`src/rtl/rocket_table_ctrl.sv`:
```
// Writer side of the rocket object table: launches rockets into free slots, steps every
// active rocket once per frame with gravity, and retires rockets on a hit or off-screen.
module rocket_table_ctrl #(
    parameter int NSLOT   = 4,
    parameter int GRAVITY = 1,
    parameter int VY_MAX  = 24,
    parameter int SPR_W   = 18
) (
    input  logic                 Clk,
    input  logic                 Reset,
    input  logic                 frame_tick,
    input  logic                 launch_valid,
    output logic                 launch_ready,
    input  logic [5:0]           launch_id,
    input  logic [9:0]           launch_x,
    input  logic [9:0]           launch_y,
    input  logic [5:0]           launch_vx,
    input  logic [7:0]           launch_vy,
    input  logic                 hit_valid,
    input  logic [2:0]           hit_slot,
    output logic [NSLOT*32-1:0]  table_val,
    output logic                 busy
);

    typedef enum logic {
        S_IDLE   = 1'b0,
        S_UPDATE = 1'b1
    } state_e;

    localparam logic [2:0]         LAST_SLOT = 3'(NSLOT - 1);
    localparam logic signed [11:0] X_MIN     = 12'(SPR_W);
    localparam logic signed [11:0] X_MAX     = 12'(639 + SPR_W);
    localparam logic signed [11:0] Y_MAX     = 12'sd479;
    localparam logic signed [11:0] GRAV      = 12'(GRAVITY);
    localparam logic signed [11:0] VY_SAT    = 12'(VY_MAX);

    state_e      state_q, state_d;
    logic [2:0]  slot_q, slot_d;
    logic        pending_q, pending_d;

    logic [31:0] entry_q [NSLOT];
    logic [31:0] entry_d [NSLOT];
    logic [5:0]  vx_q    [NSLOT];
    logic [5:0]  vx_d    [NSLOT];
    logic [7:0]  vy_q    [NSLOT];
    logic [7:0]  vy_d    [NSLOT];

    logic [NSLOT-1:0] hit_mask;
    logic [NSLOT-1:0] free_mask;
    logic [2:0]       alloc_idx;
    logic             launch_fire;
    logic             launch_store;

    logic [5:0]         cur_id;
    logic [9:0]         cur_x;
    logic [9:0]         cur_y;
    logic [5:0]         cur_vx;
    logic [7:0]         cur_vy;
    logic               visit_active;
    logic signed [11:0] x_n;
    logic signed [11:0] y_n;
    logic signed [11:0] vy_sum;
    logic [7:0]         vy_n;
    logic               retire;

    // NOTE: every always_comb output gets a default before any branch, so no latches form.
    always_comb begin
        state_d   = state_q;
        slot_d    = slot_q;
        pending_d = pending_q;
        case (state_q)
            S_IDLE: begin
                if (frame_tick || pending_q) begin
                    state_d   = S_UPDATE;
                    slot_d    = '0;
                    pending_d = 1'b0;
                end
            end
            S_UPDATE: begin
                if (frame_tick) pending_d = 1'b1;
                if (slot_q == LAST_SLOT) state_d = S_IDLE;
                else                     slot_d  = slot_q + 3'd1;
            end
            default: state_d = S_IDLE;
        endcase
    end

    // A slot being hit this cycle counts as occupied so a launch never lands on it.
    always_comb begin
        hit_mask  = '0;
        free_mask = '0;
        alloc_idx = '0;
        for (int k = 0; k < NSLOT; k++) begin
            hit_mask[k]  = hit_valid && (hit_slot == 3'(k));
            free_mask[k] = (entry_q[k][31:26] == 6'd0) && !hit_mask[k];
        end
        for (int k = NSLOT - 1; k >= 0; k--) begin
            if (free_mask[k]) alloc_idx = 3'(k);
        end
    end

    assign launch_ready = !Reset && (state_q == S_IDLE) && !pending_q && !frame_tick && (|free_mask);
    assign launch_fire  = launch_valid && launch_ready;
    assign launch_store = launch_fire && (launch_id != 6'd0);
    assign busy         = (state_q == S_UPDATE);

    always_comb begin
        cur_id = '0;
        cur_x  = '0;
        cur_y  = '0;
        cur_vx = '0;
        cur_vy = '0;
        for (int k = 0; k < NSLOT; k++) begin
            if (slot_q == 3'(k)) begin
                cur_id = entry_q[k][31:26];
                cur_x  = entry_q[k][23:14];
                cur_y  = entry_q[k][13:4];
                cur_vx = vx_q[k];
                cur_vy = vy_q[k];
            end
        end
        visit_active = (state_q == S_UPDATE) && (cur_id != 6'd0);
        x_n    = {2'b00, cur_x} + {{6{cur_vx[5]}}, cur_vx};
        y_n    = {2'b00, cur_y} + {{4{cur_vy[7]}}, cur_vy};
        vy_sum = {{4{cur_vy[7]}}, cur_vy} + GRAV;
        vy_n   = (vy_sum > VY_SAT) ? VY_SAT[7:0] : vy_sum[7:0];
        retire = (x_n < X_MIN) || (x_n > X_MAX) || (y_n < 12'sd0) || (y_n > Y_MAX);
    end

    // Per-slot priority: hit, then the frame step of the visited slot, then a launch.
    always_comb begin
        for (int k = 0; k < NSLOT; k++) begin
            entry_d[k] = entry_q[k];
            vx_d[k]    = vx_q[k];
            vy_d[k]    = vy_q[k];
            if (hit_mask[k]) begin
                entry_d[k] = '0;
            end else if (visit_active && (slot_q == 3'(k))) begin
                if (retire) begin
                    entry_d[k] = '0;
                end else begin
                    entry_d[k] = {cur_id, 2'b00, x_n[9:0], y_n[9:0], 4'b0000};
                    vy_d[k]    = vy_n;
                end
            end else if (launch_store && (alloc_idx == 3'(k))) begin
                entry_d[k] = {launch_id, 2'b00, launch_x, launch_y, 4'b0000};
                vx_d[k]    = launch_vx;
                vy_d[k]    = launch_vy;
            end
        end
    end

    always_comb begin
        table_val = '0;
        for (int k = 0; k < NSLOT; k++) begin
            table_val[32*k +: 32] = entry_q[k];
        end
    end

    // NOTE: the table arrays are reset too, so no stale rocket survives a mid-frame reset.
    always_ff @(posedge Clk or posedge Reset) begin
        if (Reset) begin
            state_q   <= S_IDLE;
            slot_q    <= '0;
            pending_q <= 1'b0;
            entry_q   <= '{default: '0};
            vx_q      <= '{default: '0};
            vy_q      <= '{default: '0};
        end else begin
            state_q   <= state_d;
            slot_q    <= slot_d;
            pending_q <= pending_d;
            entry_q   <= entry_d;
            vx_q      <= vx_d;
            vy_q      <= vy_d;
        end
    end

endmodule

```
`config.mk`:
```
export PLATFORM = sky130hd
export DESIGN_NAME = rocket_table_ctrl
export DESIGN_NICKNAME = d
export VERILOG_FILES = /design/src/rtl/rocket_table_ctrl.sv
export SDC_FILE = /design/constraint.sdc
export NUM_CORES = 1
export LEC_CHECK = 0
export CAP_MARGIN = 20
export CORE_MARGIN = 5
export CORE_UTILIZATION = 35
export DETAILED_ROUTE_END_ITERATION = 10
export SLEW_MARGIN = 20
export SYNTH_ARGS = -nofsm -noshare
export SYNTH_HDL_FRONTEND = slang
export SYNTH_SLANG_ARGS = --single-unit
```
`constraint.sdc`:
```
create_clock -name Clk -period 8.3 [get_ports Clk]
set_clock_uncertainty 0.15 [all_clocks]
set_input_delay 1.66 -clock Clk [delete_from_list [all_inputs] [get_ports Clk]]
set_output_delay 1.66 -clock Clk [all_outputs]
set_load 0.02 [all_outputs]
```
==> results of run 1 <==
-- kinds of logic after synthesis --
kind of cell / count (synthesis) / share of synthesized area
AO/OA/AOI/OAI: 423 / 0.2657
multiplexers: 95 / 0.09726
flip-flops: 165 / 0.3848
AND/OR/NAND/NOR: 338 / 0.1441
XOR/XNOR: 17 / 0.01388
other: 1 / 0.0003495
buffers and inverters: 132 / 0.05633
adder cells (fa/ha/maj): 31 / 0.03755
-- placed cells by master, fill, tap and decap left out, types with 8 or more instances in the layout --
cell type        instances
xnor2_1                 10
a211oi_1                62
a21oi_1                 88
mux2_2                  74
nor2_1                  29
nand3_1                 15
ha_1                    28
o41ai_1                 21
nand2_1                203
a221o_1                 23
clkbuf_16               17
buf_4                   28
o211ai_1                 9
a21o_1                  17
inv_6                    8
a31oi_1                 16
dfrtp_1                165
a32oi_1                  8
o21a_1                  14
inv_1                   16
and3_1                   9
o21ai_0                104
conb_1                  24
mux2i_1                 21
clkdlybuf4s50_1        153
nand2b_1                19
a21boi_0                 9
a31o_2                   9
-- sequential cells by signal, summed over array words and instances, names as in the netlist --
name,cells
table_val,104
vy_q,32
vx_q,24
slot_q,3
pending_q,1
busy,1
-- stage by stage --
step           cell area, um2  worst slack [ns]  instances
6_report                13230             1.740       1718
3_3_place_gp            12610             2.048       1687
5_1_grt                 13230             1.448       1718
3_5_place_dp            12610             1.787       1687
4_1_cts                 13230             1.792       1718
2_1_floorplan           10820             2.028       1225
-- worst reg2reg max path: stages (launching register included) --
cell and delay [ns]:
dfrtp_1 0.44, inv_1 0.11, ha_1 0.66, nand2b_1 0.54
buf_4 0.38, o21ai_0 0.20, o21ai_0 0.11, ha_1 0.27
fa_1 0.45, a211oi_2 0.25, o21bai_1 0.13, o21ai_1 0.21
o21ai_0 0.13, or3_1 0.38, a221oi_1 0.40, nor3b_4 0.50
buf_4 0.38, a21o_1 0.38, mux2_2 0.38
-- worst max-delay path by stage --
stage                           from                   end  slack, ns
2_1_floorplan                  Reset        busy$_DFF_PP0_       2.03
5_1_grt        slot_q[0]$_DFFE_PP0P_  vy_q[23]$_DFFE_PP0P_       1.45
6_report       slot_q[0]$_DFFE_PP0P_  vy_q[18]$_DFFE_PP0P_       1.74
4_1_cts        slot_q[0]$_DFFE_PP0P_  vy_q[23]$_DFFE_PP0P_       1.79
3_3_place_gp   slot_q[0]$_DFFE_PP0P_  vy_q[23]$_DFFE_PP0P_       2.05
3_5_place_dp   slot_q[0]$_DFFE_PP0P_  vy_q[23]$_DFFE_PP0P_       1.79
-- routing by layer --
layer / GRT usage / wire length (um) / up-vias
li1: - / - / 4615
met1: 0.3376 / 18110 / 5105
met2: 0.3528 / 17870 / 540
met3: 0.04360 / 3318 / 69
met4: 0.07457 / 1111 / 0
met5: 0 / 0 / -
-- area by class of cell --
class | instances | area [um2]
Timing Repair Buffer | 181 | 1742
Tap cell | 396 | 495.5
Clock inverter | 14 | 186.4
Multi-Input combinational cell | 928 | 6185
Inverter | 17 | 68.82
Sequential cell | 165 | 4129
Clock buffer | 17 | 425.4
Fill cell | 2951 | 17200
-- power by group through the flow --
stage	sequential, mW	combinational [mW]	clock, mW
finish	1.52	4.73	0.853
global route	1.56	5.12	0.901
CTS	1.51	4.68	0.864
detailed placement	1.52	4.66	0
global placement	1.53	4.62	0
floorplan	1.65	2.87	0
==> out/metrics.yaml, run 1 <==
synth:
  synth_commonest_cells: "nand2_1 (203), dfrtp_1 (165), o21ai_0 (104), a21oi_1 (88), mux2_2 (74)"
  ys.warnings.count: 0
  synth_edf_count: 0
  ys_async_sr_fraction: 1.000
  syn_area_per_cell_um2: 8.926
  syn_area_mm2: 0.01073
  seq_area_frac_synth: 0.3848
  ys_types: 68
  synth_most_common_cell: "nand2_1"
  synthCells: 1202
  synth_top_cell_by_area: "dfrtp_1"
  synth.area.top_cells: "dfrtp_1 (38%), mux2_2 (7.8%), nand2_1 (7.1%)"
  synth_flop_cell: "dfrtp_1"
  synth_seq_cells: 165
  synth_top_area_frac: 0.3848
clocking:
  cts_tree: "done"
  cts_buffer_depth: 2
  clk_latency_ns: 0.44
  numCtsBuffers: 17
  cts_sinks: 165
  post-cts-setup-buffers: 0
  cts_root_buf: "clkbuf_16"
  cts-resized-gates: 0
  clk_pin_slew_worst_paths_ns: 0.07
  cts_hold_buf: 0
  htreeDepth: 4
cells_and_area:
  drive_gt1_frac: 0.1293
  syn_to_final_growth_pct: 23.32
  nets: 1389
  final_core_util: 0.4348
  n_antenna_cell: 0
critical_path:
  cp.arrival_ns: 6.72
  crit_path_end_kind: "register"
  crit_cells: 18
  r2r_start: "slot_q[0]$_DFFE_PP0P_"
  crit_required_ns: 8.46
  cp_max_fo: 24
  path_cells: "inv_1 > ha_1 > nand2b_1 > buf_4 > o21ai_0 > o21ai_0 > ha_1 > fa_1 > a211oi_2 > o21bai_1 > o21ai_1 > o21ai_0 > or3_1 > a221oi_1 > nor3b_4 > buf_4 > a21o_1 > mux2_2"
  reg2reg_slack_ns: 1.74
  critical-path-top-delay-family: "compound AO/OA/AOI/OAI gates"
  crit_top_cell: "o21ai_0"
  reg2reg_to: "vy_q[18]$_DFFE_PP0P_"
  critPathKind: "register to register"
  ff2ff_path_depth: 18
  max_stage_delay_ns: 0.66
  path_buf_inv: 3
  start_kind: "register"
  cp_slowest_cell: "ha_1"
pwr:
  p_sw_frac: 0.5138
  vdd_drop_max_uv: 235.0
  switchingPower_mw: 3.652
  clkPwrFrac: 0.120
  pwr-share-seq: 0.214
  power.internal_mw: 3.456
  comb_power_share: 0.666
  leakage_nw: 5.510
  p_per_area_mw_per_mm2: 537.2
  power_mw: 7.108
route:
  drt-wirelength-per-cell_um: 23.52
  vias: 10330
  drc: 0
  initialDrtViolationCount: 960
  drt_pass1_iterations: 7
  drt_wl_total_um: 40410
  viasPerCell: 6.012
  ant_nets: 0
timing:
  worst_slew_pin_slew_ns: 1.046
  setup_violations: 0
  max_slew_margin: 0.2954
  fin_tns_setup_ns: 0
  clock.fmax_mhz: 152.4
  timing.hold.ws_ns: 0.3327
  final.min_clock_period_ns: 6.560
  finalHoldViolations: 0
  drv_slew: 0
  fin_crit_sh: 0.7904
  rsz0062_at_grt: "no"
run_status:
  status: "completed"
placement:
  dpl.hpwl_um: 27190
  gp_congestion: 0.9135
  portBuffers: 153
global_routing:
  antenna_found_initial: 0
  grt_overflow: 0
  gr-usage-all-layers: 0.2330
  grt_pass1_wl_um: 61290
  grt_pass1_vias: 9926
  grt_max_degree: 104
floorplan:
  die_h_um: 185.1
  num_rows: 64
  core_mm2: 0.03043
  ios: 178
  die_area_mm2: 0.03426
  chipWidth_um: 185.1
  initial_core_util: 0.3526
job:
  max_cap_viol_count: 0
hold_path:
  hold_start: "vx_q[17]$_DFFE_PP0P_"
  holdCritPathClass: "register to register"
  hold_path_depth: 2
  holdPathEnd: "vx_q[17]$_DFFE_PP0P_"
(Power assumes the default switching activity.)
==> run 2, diff against run 1 <==
clock period = 5.75 ns   (was 8.3 ns; I/O delays follow)
==> run 2 against run 1 <==
Net effect:
- design area up 1.8%
- register-to-register slack got worse by 1.5 ns
- cell count up 1.7%
- via count rose by 1.8%
- critical path type unchanged
- die area is the same
- critical endpoint is now vy_q[26]$_DFFE_PP0P_
- sequential share of layout area shrank 0.56 points
- first-iteration DRC count increased by 3.2%
- highest routed layer unchanged
- critical path depth did not move
- maximum frequency is 18% higher
- core utilization grew 0.79 points
==> out/metrics.yaml, run 2 (synthesis results as in run 1) <==
critical_path:
  crit_required_ns: 5.92
  path_cells: "inv_1 > ha_1 > buf_4 > and3b_1 > o221ai_1 > nand2_1 > ha_1 > fa_1 > a211oi_2 > o21bai_1 > o21ai_1 > o21ai_0 > or3_1 > a221oi_2 > or3b_4 > o31ai_4 > buf_12 > mux2_2"
  max_stage_delay_ns: 0.54
  cp_max_fo: 14
  reg2reg_slack_ns: 0.20
  cp.arrival_ns: 5.72
  r2r_start: "slot_q[0]$_DFFE_PP0P_"
  start_kind: "register"
  crit_top_cell: "ha_1"
  cp_slowest_cell: "or3b_4"
  critPathKind: "register to register"
  reg2reg_to: "vy_q[26]$_DFFE_PP0P_"
  ff2ff_path_depth: 18
  crit_path_end_kind: "register"
floorplan:
  die_area_mm2: 0.03426
  num_rows: 64
  core_mm2: 0.03043
  chipWidth_um: 185.1
  ios: 178
  initial_core_util: 0.3526
  die_h_um: 185.1
global_routing:
  grt_pass1_vias: 10140
  grt_pass1_wl_um: 62540
  grt_max_degree: 48
  grt_overflow: 0
  gr-usage-all-layers: 0.2371
  antenna_found_initial: 0
clocking:
  cts_buffer_depth: 2
  cts_hold_buf: 0
  cts_root_buf: "clkbuf_16"
  cts_sinks: 165
  clk_latency_ns: 0.44
  clk_pin_slew_worst_paths_ns: 0.07
  cts_tree: "done"
  htreeDepth: 4
  numCtsBuffers: 17
hold_path:
  holdCritPathClass: "register to register"
  hold_path_depth: 2
  hold_start: "vx_q[23]$_DFFE_PP0P_"
  holdPathEnd: "vx_q[23]$_DFFE_PP0P_"
placement:
  gp_congestion: 0.8998
  portBuffers: 153
  dpl.hpwl_um: 28030
cells_and_area:
  multi_input_area_mm2: 0.006196
  regArea_mm2: 0.004129
  drive_gt1_frac: 0.1488
  final_cell_mix: "nand2_1 (203), dfrtp_1 (165), clkdlybuf4s50_1 (153), o21ai_0 (103), a21oi_1 (88)"
  largest_reg_flops: 104
  fill_cells: 2935
  final_common_cell: "nand2_1"
  nets: 1417
  n_antenna_cell: 0
  syn_to_final_growth_pct: 25.57
timing:
  fin_tns_setup_ns: 0
  fin_crit_sh: 0.9649
  worst_slew_pin_slew_ns: 1.018
  drv_slew: 0
  finalHoldViolations: 0
  rsz0062_at_grt: "no"
  setup_violations: 0
  max_slew_margin: 0.3203
  clock.fmax_mhz: 180.2
  timing.hold.ws_ns: 0.3299
  final.min_clock_period_ns: 5.548
job:
  max_cap_viol_count: 0
route:
  drc: 0
  initialDrtViolationCount: 991
  drt_pass1_iterations: 8
  ant_nets: 0
  viasPerCell: 6.018
  drt-wirelength-per-cell_um: 23.71
  vias: 10510
  drt_wl_total_um: 41430
run_status:
  status: "completed"
## run 2: cell count changes in the layout (fill, tap and decap cells not counted), sizes merged
| cell | delta |
|---|---|
| clkinvlp | +1 |
| bufinv | -3 |
| clkinv | +5 |
| buf | +28 |
| inv | -2 |
## run 2: metrics by stage
stage	setup WS [ns]	cells	utilization	cell area, um2
2_1_floorplan	0.4192	1225	-	10820
6_report	0.2018	1747	0.4428	13470
3_3_place_gp	0.1083	1711	0.4227	12860
4_1_cts	0.1171	1743	0.4410	13420
3_5_place_dp	0.008801	1711	0.4228	12870
5_1_grt	0.02798	1747	0.4428	13470
## run 2: cell type report
class,count,area share
clock inverters,15,0.008915
multi-input cells,928,0.4599
inverters,17,0.005015
well taps,396,0.03678
repair buffers,209,0.1514
flip-flops and latches,165,0.3065
clock buffers,17,0.03158
## run 2: how the worst max path moves through the flow
| stage | cells after the start | slack (ns) | from | to |
|---|---|---|---|---|
| CTS | 17 | 0.12 | slot_q[0]$_DFFE_PP0P_ | vy_q[25]$_DFFE_PP0P_ |
| floorplan | 18 | 0.42 | slot_q[2]$_DFFE_PP0P_ | vy_q[24]$_DFFE_PP0P_ |
| global placement | 17 | 0.11 | slot_q[0]$_DFFE_PP0P_ | vy_q[26]$_DFFE_PP0P_ |
| global route | 18 | 0.03 | slot_q[0]$_DFFE_PP0P_ | vy_q[30]$_DFFE_PP0P_ |
| detailed placement | 17 | 0.009 | slot_q[0]$_DFFE_PP0P_ | vy_q[25]$_DFFE_PP0P_ |
| finish | 18 | 0.20 | slot_q[0]$_DFFE_PP0P_ | vy_q[26]$_DFFE_PP0P_ |
## run 2: worst max-delay path: cells and delay by family (launching register included)
kind,cells,cell delay (ns)
mux,1,0.33
fa+ha+maj,3,0.94
flops,1,0.43
simple gates,4,1.34
buf+inv,3,0.45
compound gates,7,1.78
## run 2: repair_timing
action | 4_1_cts | 5_1_grt
setup endpoints to repair | 7 | 37
setup buffers | 0 | 3
cloned | 0 | 0
resized for setup | 1 | 1
pin swaps | 0 | 1
## run 2: routing by layer
metal | vias up | GRT usage | share of wire
met3 | 66 | 0.04615 | 0.090
met5 | - | 0 | 0
met4 | 0 | 0.06958 | 0.024
met2 | 561 | 0.3733 | 0.46
met1 | 5205 | 0.3327 | 0.43
li1 | 4682 | - | -
Power of run 2 is left out: the tool's default activity adds up to more than one toggle a clock period on the data nets, which glitch-free logic cannot reach.
